$ cat src/rtl/pg_sequencer.sv
// Segment scheduler: buffers motion descriptors, loads them into profile_gen and paces acc_step.
// Optional CLEAR phase (zero position/velocity/accel on start) enabled by `define PG_SEQ_CLEAR_EN.
module pg_sequencer #(
    parameter int unsigned DEPTH = 4,
    parameter int unsigned DIV_W = 16
) (
    input  logic             clk,
    input  logic             rst_n,
    input  logic             seg_valid,
    output logic             seg_ready,
    input  logic [31:0]      seg_v,
    input  logic [31:0]      seg_a,
    input  logic [31:0]      seg_j,
    input  logic [31:0]      seg_steps,
    input  logic [DIV_W-1:0] step_div,
    input  logic             start,
    input  logic             abort,
    output logic             busy,
    output logic             done,
    output logic [7:0]       seg_count,
    output logic [7:0]       pg_param_addr,
    output logic [31:0]      pg_param_in,
    output logic             pg_write_hi,
    output logic             pg_write_lo,
    output logic             pg_acc_step
);
    localparam int unsigned AW = (DEPTH > 1) ? $clog2(DEPTH) : 1;

    typedef enum logic [2:0] {StIdle, StClear, StLoad, StRun, StHalt} state_e;

    state_e            r_state, w_state_nxt;
    logic [2:0]        r_phase, w_phase_nxt;
    logic [DIV_W-1:0]  r_div, w_div_nxt;
    logic [31:0]       r_rem, w_rem_nxt;
    logic [127:0]      r_cur, w_cur_nxt;   // {v, a, j, steps} of the segment being executed
    logic [127:0]      r_mem [DEPTH];
    logic [AW-1:0]     r_rd_ptr, r_wr_ptr;
    logic [AW:0]       r_count, w_count_nxt;

    logic              w_push, w_pop, w_flush, w_step, w_done, w_empty;
    logic [7:0]        w_seg_count_nxt;
    logic [DIV_W-1:0]  w_div_max;
    logic              w_div_hit;
    logic [7:0]        w_addr;
    logic [31:0]       w_data, w_word;
    logic              w_hi, w_lo;

    assign w_push    = seg_valid && seg_ready && !w_flush;
    assign w_empty   = (r_count == '0);
    assign w_div_max = (step_div == '0) ? DIV_W'(1) : step_div;
    assign w_div_hit = (r_div >= w_div_max - DIV_W'(1));

    always_comb begin
        w_state_nxt     = r_state;
        w_phase_nxt     = r_phase;
        w_div_nxt       = r_div;
        w_rem_nxt       = r_rem;
        w_pop           = 1'b0;
        w_flush         = 1'b0;
        w_step          = 1'b0;
        w_done          = 1'b0;
        w_seg_count_nxt = seg_count;
        case (r_state)
            StIdle: begin
                if (abort) begin
                    w_flush = 1'b1;
                end else if (start) begin
                    w_seg_count_nxt = 8'd0;
                    w_phase_nxt     = 3'd0;
                    if (w_empty) begin
                        w_state_nxt = StHalt;
                    end else begin
`ifdef PG_SEQ_CLEAR_EN
                        w_state_nxt = StClear;
`else
                        w_state_nxt = StLoad;
                        w_pop       = 1'b1;
`endif
                    end
                end
            end
`ifdef PG_SEQ_CLEAR_EN
            StClear: begin
                if (abort) begin
                    w_flush     = 1'b1;
                    w_state_nxt = StHalt;
                    w_phase_nxt = 3'd0;
                end else if (r_phase == 3'd2) begin
                    w_state_nxt = StLoad;
                    w_phase_nxt = 3'd0;
                    w_pop       = 1'b1;
                end else begin
                    w_phase_nxt = r_phase + 3'd1;
                end
            end
`endif
            StLoad: begin
                if (abort) begin
                    w_flush     = 1'b1;
                    w_state_nxt = StHalt;
                    w_phase_nxt = 3'd0;
                end else if (r_phase == 3'd5) begin
                    w_phase_nxt = 3'd0;
                    if (r_cur[31:0] == 32'd0) begin
                        // zero-step segment completes without entering RUN
                        w_seg_count_nxt = seg_count + 8'd1;
                        w_state_nxt     = w_empty ? StHalt : StLoad;
                        w_pop           = !w_empty;
                    end else begin
                        w_state_nxt = StRun;
                        w_div_nxt   = '0;
                        w_rem_nxt   = r_cur[31:0];
                    end
                end else begin
                    w_phase_nxt = r_phase + 3'd1;
                end
            end
            StRun: begin
                w_phase_nxt = 3'd0;
                if (abort) begin
                    w_flush     = 1'b1;
                    w_state_nxt = StHalt;
                end else if (r_rem == 32'd0) begin
                    w_seg_count_nxt = seg_count + 8'd1;
                    w_state_nxt     = w_empty ? StHalt : StLoad;
                    w_pop           = !w_empty;
                end else if (w_div_hit) begin
                    w_step    = 1'b1;
                    w_div_nxt = '0;
                    w_rem_nxt = r_rem - 32'd1;
                end else begin
                    w_div_nxt = r_div + DIV_W'(1);
                end
            end
            StHalt: begin
                w_flush = abort;
                if (r_phase == 3'd1) begin
                    w_state_nxt = StIdle;
                    w_phase_nxt = 3'd0;
                    w_done      = 1'b1;
                end else begin
                    w_phase_nxt = r_phase + 3'd1;
                end
            end
            default: begin
                w_state_nxt = StIdle;
                w_phase_nxt = 3'd0;
            end
        endcase
    end

    assign w_cur_nxt = w_pop ? r_mem[r_rd_ptr] : r_cur;

    always_comb begin
        if (w_flush) begin
            w_count_nxt = '0;
        end else begin
            w_count_nxt = r_count + (AW+1)'(w_push) - (AW+1)'(w_pop);
        end
    end

    // Parameter-port outputs are decoded from the next state so writes line up with state cycles.
    always_comb begin
        w_addr = 8'd0;
        w_data = 32'd0;
        w_hi   = 1'b0;
        w_lo   = 1'b0;
        w_word = 32'd0;
        case (w_state_nxt)
            StClear: begin
                w_addr = {5'd0, w_phase_nxt};
                w_hi   = 1'b1;
                w_lo   = 1'b1;
            end
            StLoad: begin
                case (w_phase_nxt[2:1])
                    2'd0:    w_word = w_cur_nxt[127:96];
                    2'd1:    w_word = w_cur_nxt[95:64];
                    default: w_word = w_cur_nxt[63:32];
                endcase
                w_addr = 8'd3 + {6'd0, w_phase_nxt[2:1]};
                w_hi   = w_phase_nxt[0];
                w_lo   = !w_phase_nxt[0];
                w_data = w_phase_nxt[0] ? {32{w_word[31]}} : w_word;
            end
            StHalt: begin
                w_addr = 8'd4 + {7'd0, w_phase_nxt[0]};
                w_hi   = 1'b1;
                w_lo   = 1'b1;
            end
            default: ;
        endcase
    end

    always_ff @(posedge clk) begin
        if (w_push) begin
            r_mem[r_wr_ptr] <= {seg_v, seg_a, seg_j, seg_steps};
        end
    end

    always_ff @(posedge clk or negedge rst_n) begin
        if (!rst_n) begin
            r_state       <= StIdle;
            r_phase       <= 3'd0;
            r_div         <= '0;
            r_rem         <= 32'd0;
            r_cur         <= '0;
            r_rd_ptr      <= '0;
            r_wr_ptr      <= '0;
            r_count       <= '0;
            seg_ready     <= 1'b1;
            busy          <= 1'b0;
            done          <= 1'b0;
            seg_count     <= 8'd0;
            pg_param_addr <= 8'd0;
            pg_param_in   <= 32'd0;
            pg_write_hi   <= 1'b0;
            pg_write_lo   <= 1'b0;
            pg_acc_step   <= 1'b0;
        end else begin
            r_state       <= w_state_nxt;
            r_phase       <= w_phase_nxt;
            r_div         <= w_div_nxt;
            r_rem         <= w_rem_nxt;
            r_cur         <= w_cur_nxt;
            r_count       <= w_count_nxt;
            if (w_flush) begin
                r_rd_ptr <= '0;
                r_wr_ptr <= '0;
            end else begin
                if (w_push) r_wr_ptr <= r_wr_ptr + AW'(1);
                if (w_pop)  r_rd_ptr <= r_rd_ptr + AW'(1);
            end
            seg_ready     <= (w_count_nxt != (AW+1)'(DEPTH));
            busy          <= (w_state_nxt != StIdle);
            done          <= w_done;
            seg_count     <= w_seg_count_nxt;
            pg_param_addr <= w_addr;
            pg_param_in   <= w_data;
            pg_write_hi   <= w_hi;
            pg_write_lo   <= w_lo;
            pg_acc_step   <= w_step;
        end
    end
endmodule

$ cat config.mk
export PLATFORM = sky130hd
export DESIGN_NAME = pg_sequencer
export DESIGN_NICKNAME = d
export VERILOG_FILES = /design/src/rtl/pg_sequencer.sv
export SDC_FILE = /design/constraint.sdc
export NUM_CORES = 1
export LEC_CHECK = 0
export CORE_UTILIZATION = 57
export CTS_BUF_LIST = sky130_fd_sc_hd__clkbuf_8
export DETAILED_ROUTE_END_ITERATION = 10
export GPL_TIMING_DRIVEN = 1
export PLACE_DENSITY = 0.77
export SLEW_MARGIN = 40
export SYNTH_ARGS = -nofsm -noshare
export SYNTH_HDL_FRONTEND = slang
export SYNTH_SLANG_ARGS = --single-unit
export TNS_END_PERCENT = 1
$ cat constraint.sdc
create_clock -name clk -period 4.9 [get_ports clk]
set_input_delay 0.49 -clock clk [delete_from_list [all_inputs] [get_ports clk]]
set_output_delay 0.49 -clock clk [all_outputs]
set_load 0.1 [all_outputs]
* Yosys cells after proc, flatten, opt, wreduce, memory -nomap -nowiden
Memories as Yosys holds them, arrays and structs flattened. Index checks and enable logic that the tools add are counted.
Storage, ports and cells: register bits 243, bits in writable memories 512, memories kept 1
Memory list:
- r_mem | words 4, width 128, rd ports 1, clocked after Yosys merged registers in 0, wr ports 1, RTL line 36 | logic [127:0] r_mem [DEPTH];
Operators by class: add/subtract/negate cells 11, $lt $le $gt $ge 1, equality and inequality tests 20, mux-type cells 70, reduce and logical (&&, ||, !) cells 21
Operators with widths (count):
- 32-bit two-way mux | 7
- 128-bit two-way mux | 1
- 32-bit case mux with 2 select lines | 2
- 16-bit two-way mux | 7
- 32-bit zero test | 2
- 8-bit two-way mux | 7
- 3-bit two-way mux | 15
- 16-bit case mux with 2 select lines | 1
- 32-bit by 1-bit subtractor with 32-bit output (second input constant) | 1
- 31-bit two-way mux | 1
- 8-bit case mux with 3 select lines | 1
- 2-bit != test (second input constant) | 10
- 1-bit two-way mux | 17
- 16-bit by 1-bit adder with 16-bit output (second input constant) | 1
- 16-bit greater-or-equal comparator | 1
- 16-bit zero test | 1
- 16-bit by 1-bit subtractor with 16-bit output (second input constant) | 1
- 3-bit case mux with 4 select lines | 1
- 4-bit case mux with 3 select lines | 1
- 3-bit by 2-bit equality test with 1-bit output (second input constant) | 3
- 3-bit equality test (second input constant) | 3
- 3-bit case mux with 3 select lines | 1
- 8-bit by 1-bit adder with 8-bit output (second input constant) | 1
- 2-bit two-way mux | 4
- 22 further kinds | 33

* Depth between registers and ports, before layout
Gate-level depths: netlist of the first run.
depth after elaboration 10, mapped depth 21

* Worst setup path before layout of the first run
OpenSTA, ideal clock, no wires.
kind reg2reg, start reg seg_ready, end mem r_mem[0][0] (enable), setup time 0.503 ns, arrival time 4.218 ns, setup slack 0.180 ns, stages on the path, launching flop included 4, buffers on the path 0, period minus slack after synthesis 4.720 ns, path through dfstp_2 -> nand2_1 -> nor2_1 -> and2_1
On the way: cells in the longest elaborated chain, start to end 4
RTL lines:
- start: declaration | RTL line 10 | output logic seg_ready,
- start signal: assignment | RTL line 234 | seg_ready <= (w_count_nxt != (AW+1)'(DEPTH));
- 1-bit logical AND (2 in a row) | RTL line 48 | assign w_push = seg_valid && seg_ready && !w_flush;
- 1-bit two-way mux | RTL line 196 | if (w_push) begin
- 1-bit two-way mux (not written as such) | RTL line 197 | r_mem[r_wr_ptr] <= {seg_v, seg_a, seg_j, seg_steps};
- end: declaration | RTL line 36
Every way passes these cells.

* Worst setup path in the final report of the first run
start in step_div[9], end reg r_rem[20]
On the way: cells in the longest elaborated chain, start to end 6
RTL lines:
- start: declaration | RTL line 15 | input logic [DIV_W-1:0] step_div,
- 16-bit zero test | RTL line 50 | assign w_div_max = (step_div == '0) ? DIV_W'(1) : step_div;
- 16-bit two-way mux (*) | RTL line 50
- 16-bit by 1-bit subtractor with 16-bit output (*) | RTL line 51 | assign w_div_hit = (r_div >= w_div_max - DIV_W'(1));
- 16-bit greater-or-equal comparator (*) | RTL line 51
- 2-bit != test (no line) (*)
- 7-bit AND reduction (no line) (*)
- end signal: assignment | RTL line 224 | r_rem <= w_rem_nxt;
- end: declaration | RTL line 34 | logic [31:0] r_rem, w_rem_nxt;
Every way passes the cells marked *; elsewhere a longest branch is shown, timed or not. A chain may end at the register's enable or synchronous reset.

==> results of run 1 <==
flip-flops by register name (all words and copies together) (netlist names), 8 cells and up:
register and count:
r_mem 512, r_rem 32, pg_param_in 32, r_div 16, r_cur 128, seg_count 8
routing by layer:
layer	vias up	GRT usage, %	share of wire, %
met5	-	0	0.17
met4	16	8.40	1.9
met3	106	5.00	6.6
met2	603	41.7	51
met1	8699	32.5	41
li1	7423	-	-
through the flow:
step	worst slack (ns)	hold slack, ns	std cells
global route	0.415	0.352	2815
floorplan	0.180	0.194	1778
CTS	0.845	0.308	2810
global placement	0.0121	0.459	2595
finish	0.784	0.318	2817
detailed placement	0.116	0.469	2595
final cells by class:
cell class              count  area (sq um)
flip-flops and latches    750         21300
diodes                      4          10.0
inverters                  28           105
clock buffers             133          1830
multi-input cells         907          8010
well taps                 680           851
repair buffers            234          2220
fillers                  3433         16700
clock inverters            81           443
worst max path at each step:
stage           startpoint  slack, ns  cells past startpoint           to
2_1_floorplan    seg_ready       0.18                      3  r_mem[0][0]
3_3_place_gp   step_div[9]       0.01                     17     r_rem[6]
3_5_place_dp   step_div[9]       0.12                     18    r_rem[20]
4_1_cts        step_div[9]       0.85                     18    r_rem[20]
5_1_grt        step_div[9]       0.41                     18     r_rem[1]
6_report       step_div[9]       0.78                     18    r_rem[20]
kinds of logic (layout without fill, tap and decap cells):
logic type | count (synthesis) | count (layout) | synth area share [%]
buf+inv | 121 | 476 | 1.86
other cells | 1 | 9 | 0.0126
simple gates | 367 | 367 | 5.82
flops | 750 | 750 | 71.5
mux | 220 | 220 | 13.3
xor+xnor | 30 | 30 | 0.881
fa+ha+maj | 31 | 31 | 1.33
compound gates | 254 | 254 | 5.31
critical path: cells and delay by family:
family,cells,cell delay [ns]
adders and majority gates,2,0.40
and+or+nand+nor,7,1.66
AOI/OAI and AO/OA,6,1.18
xor gates and xnor gates,1,0.09
buffers and inverters,2,0.83
power by group:
part	total [mW]	switching, mW	internal [mW]
sequential	8.31	0.444	7.86
combinational	4.46	2.79	1.67
clock	5.01	2.38	2.64
Yosys cell counts (3+ instances only):
cell	number	area [sq um]
inv_1	28	105
a21oi_1	68	340
nand2b_1	8	50.1
a21o_1	3	22.5
nor2_1	79	297
a22o_1	13	114
mux2_4	12	180
buf_2	18	90.1
buf_6	5	56.3
nand4_1	10	62.6
o21ai_0	66	330
nand3_1	16	80.1
buf_4	10	75.1
buf_1	10	37.5
and2_1	6	37.5
or3_1	5	31.3
mux2_1	17	191
nor3_1	25	125
dfrtp_1	237	5930
edfxtp_1	512	15400
nor2b_1	5	31.3
xnor2_1	15	131
a2bb2oi_1	6	52.6
a22oi_1	33	248
o21ai_1	12	60.1
mux4_2	128	2880
clkbuf_1	48	180
xor2_1	15	131
nand2_1	162	608
a211oi_1	17	128
nor4_1	23	144
or2_2	5	31.3
o22ai_1	6	37.5
and3_1	6	37.5
ha_1	30	375
mux2_2	63	709
o31ai_1	6	45.0
a31oi_1	4	25.0
repair_timing:
action	CTS	global route
endpoints found under the hold margin	60	0
hold buffers	1	0
buffers inserted	0	0
setup endpoints to repair	0	0
==> impl_metrics.tcl, run 1 <==
set metrics [dict create \
    status "complete, no violations" \
    final_common_cell "edfxtp_1" \
    h-tree-depth 3 \
    via_per_inst 5.98 \
    cts_buffers 112 \
    cts_sinks 750 \
    ys_warn_count 0 \
    hp-class "primary input to async pin" \
    grt_usage_pct 24.8 \
    fin_crit_sh_pct 84.0 \
    fin_worst_skew_ns 0.0351 \
    fin_util_pct 67.6 \
    portBuffers 197 \
    ir_drop_v 0.000320 \
    hold_violations 0 \
    syn_to_final_growth_pct 16.7 \
    powerDensity_mw_per_mm2 511 \
    r2r_cells 14 \
    placed_cell_area_sq_mm 0.0325 \
    wl_per_cell_um 22.8 \
    rows 83 \
    routabilityCongestion 0.843 \
    relSlewSlack_pct 38.9 \
    grt_max_degree 131 \
    nets 2213 \
    start_util_pct 57.9 \
    rsz0062_at_grt "false" \
    path_clk_slew_ns 0.07 \
    async_flop_share_pct 31.7 \
    ys_seq_area_share_pct 71.5 \
    clock_latency_ns 0.73 \
    synthCells 1774 \
    grt_pass1_wl_mm 100 \
    drive_gt1_share_pct 22.7 \
    setup_viol 0 \
    cts_buffer_depth 3 \
    fmax_ghz 0.243 \
    ant_nets 0 \
    ys_seq_elements 750 \
    slew_violations 0 \
    via_count 16800 \
    clock_tree.root_cell "clkbuf_8" \
    synth_edf_count 512 \
    setup_tns_ns 0 \
    r2r_slack_ns 1.05 \
    worstMarginPinSlew_ns 0.893 \
    synth_ff_type "edfxtp_1" \
    grt_pass1_vias 17500 \
    critPathLaunchType "primary input" \
    die_h_um 231 \
    mostFrequentLayoutCells "512 x edfxtp_1, 235 x dfrtp_1, 162 x nand2_1" \
    io_pins 203 \
    core_sq_mm 0.0515 \
    cp_slowest_stage_delay_ns 0.58 \
    p_leak_nw 12.9 \
    drv_cap 0 \
    cp.arrival_ns 4.67 \
    worstReg2RegStart "r_state[0]" \
    synthesis.area_sq_mm 0.0298 \
    path_cells "clkdlybuf4s50_1 > or4_1 > nor3_1 > nand2_1 > nor2_1 > nor2_1 > ha_1 > nand2_1 > xor2_1 > ha_1 > or3_1 > a211o_1 > a21oi_1 > o311ai_1 > a21oi_2 > buf_4 > a211oi_1 > a2bb2oi_1" \
    antenna_found_initial 11 \
    firstDrtPassIters 6 \
    crit_slowest_cell "or4_1" \
    wirelength_mm 64.2 \
    drc 0 \
    critPathKind "primary input to flop" \
    place_hpwl_mm 37.9 \
    cts_resized 0 \
    drt_iter0_drc 1352 \
    min_period_ns 4.12 \
    synth_area_per_cell_sq_um 16.8 \
    finalPower_mw 17.8 \
    r2r_end "pg_param_in[7]" \
    yosysUniqueCellTypes 69 \
    fp.dieW_um 231 \
    end_kind "flop" \
    worstPathRequired_ns 5.46 \
    grt.overflow.total 0 \
    die_area_sq_mm 0.0533 \
    design_area_sq_mm 0.0348 \
    crit_fanout 32 \
    tritoncts "yes" \
]
Power figures use the tool's default switching activity.
==> inputs of run 2 (changes only) <==
CORE_UTILIZATION = 55   (was 57)
PLACE_DENSITY = 0.78   (was 0.77)
clock period = 3.4 ns   (was 4.9 ns; I/O delays follow)
==> impl_metrics.tcl, run 2 (synthesis results as in run 1) <==
set metrics [dict create \
    placed_cell_area_sq_mm 0.0331 \
    p_leak_nw 13.5 \
    via_per_inst 5.82 \
    min_period_ns 3.30 \
    grt.overflow.total 0 \
    fin_util_pct 67.3 \
    routabilityCongestion 0.858 \
    slew_violations 0 \
    grt_usage_pct 24.1 \
    hp-class "primary input to async pin" \
    hold_violations 0 \
    regMostFlops "r_mem" \
    fin_worst_skew_ns 0.0405 \
    clock_latency_ns 0.73 \
    cts_sinks 750 \
    io_pins 203 \
    die_h_um 235 \
    h-tree-depth 3 \
    grt_pass1_wl_mm 102 \
    place_hpwl_mm 39.8 \
    antenna_found_initial 14 \
    portBuffers 197 \
    setup_tns_ns 0 \
    largest_register_ffs 512 \
    drv_cap 0 \
    wl_per_cell_um 22.3 \
    end_kind "flop" \
    ant_nets 0 \
    mostFrequentLayoutCells "512 x edfxtp_1, 234 x dfrtp_1, 158 x nand2_1" \
    drive_gt1_share_pct 26.2 \
    cts_buffer_depth 3 \
    clock_tree.root_cell "clkbuf_8" \
    fin_crit_sh_pct 96.9 \
    nets 2295 \
    tritoncts "yes" \
    path_clk_slew_ns 0.06 \
    wirelength_mm 65.0 \
    rows 84 \
    cp.arrival_ns 3.93 \
    firstDrtPassIters 6 \
    fmax_ghz 0.303 \
    status "complete, no violations" \
    core_sq_mm 0.0531 \
    final_common_cell "edfxtp_1" \
    largestRegisters "r_mem: 512 flops, r_cur: 128 flops" \
    cts_buffers 116 \
    worstMarginPinSlew_ns 0.662 \
    r2r_cells 13 \
    drc 0 \
    design_area_sq_mm 0.0357 \
    grt_max_degree 96 \
    syn_to_final_growth_pct 19.7 \
    via_count 17000 \
    critPathKind "flop to flop" \
    critPathLaunchType "flop" \
    fp.dieW_um 235 \
    start_util_pct 56.2 \
    relSlewSlack_pct 55.5 \
    powerDensity_mw_per_mm2 724 \
    ir_drop_v 0.000657 \
    drt_iter0_drc 1465 \
    grt_pass1_vias 18000 \
    crit_fanout 3 \
    worstPathRequired_ns 4.04 \
    setup_viol 0 \
    die_area_sq_mm 0.0552 \
]
==> run 2: power breakdown <==
part / internal [mW] / total, mW / switching (mW)
combinational: 2.62 / 6.64 / 4.01
sequential: 11.3 / 12.0 / 0.658
clock: 3.83 / 7.23 / 3.39
==> run 2: per-stage QoR <==
stage	hold WS (ns)	total power, mW	worst slack [ns]	std cells
finish	0.138	25.9	0.105	2911
CTS	0.175	26.0	0.00677	2902
global placement	0.432	18.7	-1.12	2674
global route	0.150	27.0	-0.0202	2909
floorplan	0.0444	16.6	-1.32	1778
detailed placement	0.440	18.8	-1.19	2674
==> run 2: cell type report <==
cell class | count | area, sq um
well taps | 688 | 861
diodes | 6 | 15.0
flip-flops and latches | 750 | 21300
multi-input cells | 907 | 8190
inverters | 28 | 105
fillers | 3536 | 17400
clock inverters | 89 | 479
repair buffers | 312 | 2930
clock buffers | 131 | 1800
==> run 2: timing repair <==
action,in CTS,in global routing
pin swaps,12,23
hold buffers,1,0
endpoints found under the setup margin,49,53
hold endpoints to repair,91,0
gates cloned,2,0
setup buffers,5,2
gates resized for setup,27,31
==> run 2: worst paths after layout <==
path | end | slack, ns | start
max reg2reg | seg_ready | 0.10 | r_cur[8]
min | pg_param_in[30] | 0.14 | rst_n
max in group asynchronous | r_cur[15] | 2.18 | rst_n
max | seg_ready | 0.10 | r_cur[8]
min reg2reg | r_cur[95] | 0.49 | r_cur[95]
min in group clk | r_mem[3][100] | 0.24 | seg_v[4]
==> run 2: critical path, cell delays in order, from the launching register on <==
cell	delay, ns
dfrtp_1	0.40
nor4_1	0.44
nand4_1	0.35
nor3_1	0.28
buf_4	0.16
o31ai_4	0.05
inv_1	0.09
ha_1	0.13
inv_1	0.04
ha_1	0.18
fa_1	0.38
xnor2_1	0.20
xnor2_1	0.10
or4_1	0.41
==> run 2: layer usage <==
metal / GRT usage, % / wire length (um) / vias to the layer above
met4: 9.35 / 1740 / 14
met3: 5.30 / 4020 / 124
met1: 32.0 / 27000 / 8727
met2: 39.4 / 32200 / 530
li1: - / - / 7560
met5: 0 / 97 / -
